===== src/rtl/fib_pkg.sv =====
// Shared types and default sizes for the Fibonacci stream generator.
package fib_pkg;

  typedef enum logic {
    IDLE = 1'b0,
    RUN  = 1'b1
  } state_t;

  localparam int DEF_WIDTH = 8;
  localparam int DEF_CNT_W = 8;

endpackage


===== src/rtl/fib_stream_gen_ce_reg.sv =====
// Clock-enabled register with synchronous active-low reset; holds a, b and the term counter.
module ce_reg
  import fib_pkg::*;
#(
  parameter int WIDTH = DEF_WIDTH
) (
  input  logic             i_clk,
  input  logic             i_rst_n,
  input  logic             i_en,
  input  logic [WIDTH-1:0] i_d,
  output logic [WIDTH-1:0] o_q
);

  always_ff @(posedge i_clk) begin
    if (!i_rst_n) begin
      o_q <= '0;
    end else if (i_en) begin
      o_q <= i_d;
    end
  end

endmodule


===== src/rtl/fib_stream_gen.sv =====
// Fibonacci term generator: loads two seeds, streams n_terms terms over valid/ready,
// and flags adder overflow (truncating the stream or wrapping depending on WRAP).
module fib_stream_gen
  import fib_pkg::*;
#(
  parameter int WIDTH = DEF_WIDTH,
  parameter int CNT_W = DEF_CNT_W,
  parameter bit WRAP  = 1'b0
) (
  input  logic             i_clk,
  input  logic             i_rst_n,
  input  logic             i_start,
  input  logic [CNT_W-1:0] i_n_terms,
  input  logic [WIDTH-1:0] i_seed0,
  input  logic [WIDTH-1:0] i_seed1,
  input  logic             i_out_ready,
  output logic             o_out_valid,
  output logic [WIDTH-1:0] o_out_data,
  output logic             o_out_last,
  output logic             o_busy,
  output logic             o_done,
  output logic             o_overflow
);

  state_t r_state;
  state_t w_state_nxt;

  logic [WIDTH-1:0] r_a;
  logic [WIDTH-1:0] r_b;
  logic [CNT_W-1:0] r_cnt;
  logic             r_ovf_pend;
  logic             r_overflow;
  logic             r_done;

  logic [WIDTH-1:0] w_a_d;
  logic [WIDTH-1:0] w_b_d;
  logic [CNT_W-1:0] w_cnt_d;
  logic [WIDTH:0]   w_sum;
  logic             w_load;
  logic             w_advance;
  logic             w_finish;
  logic             w_last;
  logic             w_ovf_hit;
  logic             w_reg_en;
  logic             w_run;

  assign w_run = (r_state == RUN);

  // Single WIDTH+1-bit adder; the top bit is the carry-out used for overflow detection.
  assign w_sum = {1'b0, r_a} + {1'b0, r_b};

  // Without wrapping, a pending overflow makes b the final representable term.
  assign w_last = (r_cnt == CNT_W'(1)) | (r_ovf_pend & ~WRAP);

  // The sum only matters if it would actually be emitted, i.e. at least three terms remain.
  assign w_ovf_hit = w_advance & w_sum[WIDTH] & (r_cnt >= CNT_W'(3));

  always_comb begin
    w_state_nxt = r_state;
    w_load      = 1'b0;
    w_advance   = 1'b0;
    w_finish    = 1'b0;
    case (r_state)
      IDLE: begin
        if (i_start && (i_n_terms != '0)) begin
          w_load      = 1'b1;
          w_state_nxt = RUN;
        end
      end
      RUN: begin
        if (i_out_ready) begin
          if (w_last) begin
            w_finish    = 1'b1;
            w_state_nxt = IDLE;
          end else begin
            w_advance = 1'b1;
          end
        end
      end
      default: w_state_nxt = IDLE;
    endcase
  end

  assign w_reg_en = w_load | w_advance;
  assign w_a_d    = w_load ? i_seed0   : r_b;
  assign w_b_d    = w_load ? i_seed1   : w_sum[WIDTH-1:0];
  assign w_cnt_d  = w_load ? i_n_terms : (r_cnt - CNT_W'(1));

  ce_reg #(.WIDTH(WIDTH)) u_reg_a (
    .i_clk   (i_clk),
    .i_rst_n (i_rst_n),
    .i_en    (w_reg_en),
    .i_d     (w_a_d),
    .o_q     (r_a)
  );

  ce_reg #(.WIDTH(WIDTH)) u_reg_b (
    .i_clk   (i_clk),
    .i_rst_n (i_rst_n),
    .i_en    (w_reg_en),
    .i_d     (w_b_d),
    .o_q     (r_b)
  );

  ce_reg #(.WIDTH(CNT_W)) u_reg_cnt (
    .i_clk   (i_clk),
    .i_rst_n (i_rst_n),
    .i_en    (w_reg_en),
    .i_d     (w_cnt_d),
    .o_q     (r_cnt)
  );

  always_ff @(posedge i_clk) begin
    if (!i_rst_n) begin
      r_state    <= IDLE;
      r_ovf_pend <= 1'b0;
      r_overflow <= 1'b0;
      r_done     <= 1'b0;
    end else begin
      r_state <= w_state_nxt;
      r_done  <= w_finish;
      if (w_load) begin
        r_ovf_pend <= 1'b0;
        r_overflow <= 1'b0;
      end else if (w_ovf_hit) begin
        r_ovf_pend <= 1'b1;
        r_overflow <= 1'b1;
      end
    end
  end

  assign o_out_valid = w_run;
  assign o_busy      = w_run;
  assign o_out_data  = w_run ? r_a : '0;
  assign o_out_last  = w_run & w_last;
  assign o_done      = r_done;
  assign o_overflow  = r_overflow;

endmodule


===== config.mk =====
export PLATFORM = sky130hd
export DESIGN_NAME = fib_stream_gen
export DESIGN_NICKNAME = d
export VERILOG_FILES = /design/src/rtl/fib_pkg.sv /design/src/rtl/fib_stream_gen_ce_reg.sv /design/src/rtl/fib_stream_gen.sv
export SDC_FILE = /design/constraint.sdc
export NUM_CORES = 1
export LEC_CHECK = 0
export ABC_AREA = 1
export BUFFER_PORTS_ARGS = -buffer_cell sky130_fd_sc_hd__buf_2
export CAP_MARGIN = 30
export CELL_PAD_IN_SITES_DETAIL_PLACEMENT = 0
export CELL_PAD_IN_SITES_GLOBAL_PLACEMENT = 2
export CORE_AREA = 2 2 90 92
export CTS_CLUSTER_SIZE = 20
export DETAILED_ROUTE_END_ITERATION = 10
export DIE_AREA = 0 0 92 94
export PLACE_DENSITY = 0.81
export SLEW_MARGIN = 20
export SYNTH_ARGS = -nofsm -noshare
export SYNTH_HDL_FRONTEND = slang
export SYNTH_HIERARCHICAL = 1
export SYNTH_SLANG_ARGS = --single-unit

===== constraint.sdc =====
create_clock -name i_clk -period 2.1 [get_ports i_clk]
set_input_delay 0.42 -clock i_clk [delete_from_list [all_inputs] [get_ports i_clk]]
set_output_delay 0.42 -clock i_clk [all_outputs]
set_load 0.005 [all_outputs]

==> impl_metrics.toml <==
[outcome]
status = "complete, no violations"

[global_route]
grt_pass1_wl_um = 8610
grt_remaining_overflow = 0
grt_max_degree = 27
grt_use_total_pct = 12.3
first_global_vias = 1849
antenna_found_initial = 0

[place]
place_ws_ns = 0.163
dp_hpwl_um = 3750
portBuffers = 40
routabilityCongestion = 0.742
place_inst = 485

[cts]
clkSinkCount = 27
clk_latency_ns = 0.28
numCtsBuffers = 3
postCtsResizedCells = 0
clkTransAtPathRegs_ns = 0.10
cts_tree = "yes"
cts_setup_buffers = 0
clockRootBuffer = "clkbuf_8"
cts_hold_buf = 0
htreeDepth = 1
cts_buffer_depth = 2

[drt]
vias_per_cell = 4.10
drtIter0Drc = 55
drc = 0
postRouteAntennaNets = 0
drt-wirelength-per-cell_um = 10.2
first_pass_iters = 4
vias = 2006
wl_um = 4980

[die]
initial_core_util_pct = 28.4
die_h_um = 94
die_w_um = 92
core_region_area_mm2 = 0.00761
ios = 41
die-area_mm2 = 0.00865
rows = 32

[setup_path]
cp_data_arrival_time_ns = 1.48
startpoint_type = "flip-flop"
critPathRequiredTime_ns = 1.68
setup.worst_path.end_class = "output port"
cp_max_fo = 4
critPathKind = "reg -> out"

[layout]
num-nets-final = 428
fin_cells = 489
layout_common_cells = "nand2_1, nor2_1, inv_1"
final_common_cell = "nand2_1"
fin_util_pct = 31.8
area_delta_synth_final_pct = 12.0
drive_gt1_share_pct = 17.1
antenna_cells = 0

[pwr]
power.leakage_nw = 1.39
power_mw = 1.54
peakVddDrop_mv = 0.241
p_per_area_mw_per_mm2 = 638

[timing]
setup_ws_ns = 0.198
setup_tns_ns = 0
fin_skew_ns = 0.00345
fin_crit_sh_pct = 90.6
hold_viol = 0
min_period_ns = 1.90
rsz0062_at_grt = "false"
setup_viol = 0
max-slew-margin-rel_pct = 71.0
max_freq_mhz = 526
worstMarginPinSlew_ns = 0.434
slew_viol_final = 0

[logic_synthesis]
syn_avg_cell_area_um2 = 6.12
synth_nets = 393
synth.cell_area_mm2 = 0.00216
synth_cells = 353
ys_seq_area_share_pct = 25.0
yosys_warnings = 6
yosysUniqueCellTypes = 31
ys_seq_elements = 27

[worst_hold_path]
min-delay-path-class = "reg -> reg"

[job]
cap_violations = 0
critical path: stages, from the launching register on:
cell,delay [ns]
dfxtp_1,0.40
inv_1,0.10
ha_1,0.18
inv_1,0.05
nor2_1,0.05
a21oi_1,0.23
nor2_1,0.07
buf_2,0.13
registers in the layout, summed over array words and instances, names as in the netlist:
name	count
u_reg_b/o_q	8
o_done	1
o_busy	1
u_reg_a/o_q	8
u_reg_cnt/o_q	8
o_overflow	1
area by class of cell:
class                   count  area, µm²
clock buffers               3       41.3
clock inverters             1       5.00
fillers                   917       5190
inverters                  57        219
multi-input cells         254       1240
flip-flops and latches     27        541
well taps                 102        128
repair buffers             45        250
metrics by stage:
stage,cell area (µm²),hold slack (ns)
floorplan,2160,0.454
global placement,2370,0.467
detailed placement,2370,0.480
CTS,2420,0.494
global route,2420,0.529
finish,2420,0.490
cell usage after synthesis:
library cell  number  area [µm²]
nor3_1             2        10.0
o21ai_2            6        52.6
nand3_1           10        50.1
inv_1             56         210
nor2_2             1        6.26
buf_6              4        45.0
buf_8              7         105
clkbuf_1           1        3.75
or2_1              1        6.26
o21ai_0            6        30.0
nand2_1          119         447
nand4_1            5        31.3
ha_1              11         138
dfxtp_1           27         541
nor2_1            62         233
nor4_1             1        6.26
nor2_4             1        11.3
inv_6              1        8.76
buf_4              3        22.5
nor3_2             1        10.0
a21o_1             1        7.51
xnor2_1            3        26.3
o21ai_1            2        10.0
nand3b_1           1        7.51
o31ai_1            1        7.51
nand2_2            6        37.5
a31oi_1            1        6.26
fa_1               1        20.0
a21oi_1            8        40.0
or2_0              1        6.26
xor2_1             3        26.3
path summary, 6_finish.rpt:
check | from | endpoint | slack, ns | depth (start not counted)
worst max-delay path | u_reg_cnt/o_q[1]$_SDFFE_PN0P_ | o_out_last | 0.20 | 7
worst min-delay path | u_reg_b/o_q[0]$_SDFFE_PN0P_ | u_reg_b/o_q[0]$_SDFFE_PN0P_ | 0.49 | 2
worst max register to register | u_reg_a/o_q[0]$_SDFFE_PN0P_ | u_reg_b/o_q[6]$_SDFFE_PN0P_ | 0.28 | 13
worst min register to register | u_reg_b/o_q[0]$_SDFFE_PN0P_ | u_reg_b/o_q[0]$_SDFFE_PN0P_ | 0.49 | 2
layer usage:
metal	global-route usage, %	wire length [µm]	vias to the layer above
met2	18.8	2010	34
met4	4.10	58	0
li1	-	-	1122
met1	18.0	2760	848
met5	0	0	-
met3	1.52	146	2
report_power, final:
| group | switching [mW] | internal, mW | total, mW | leakage [nW] |
|---|---|---|---|---|
| Combinational | 0.360 | 0.245 | 0.605 | 1.14 |
| Clock | 0.180 | 0.133 | 0.313 | 0.0255 |
| Sequential | 0.0547 | 0.572 | 0.626 | 0.223 |
logic make-up after synthesis:
family	Yosys count	synth area share [%]
AND/OR/NAND/NOR	211	39.9
buffers and inverters	72	18.3
flip-flops	27	25.0
AO/OA/AOI/OAI	25	7.12
adder cells (fa/ha/maj)	12	7.29
XOR/XNOR	6	2.43
Power figures use the tool's default switching activity.
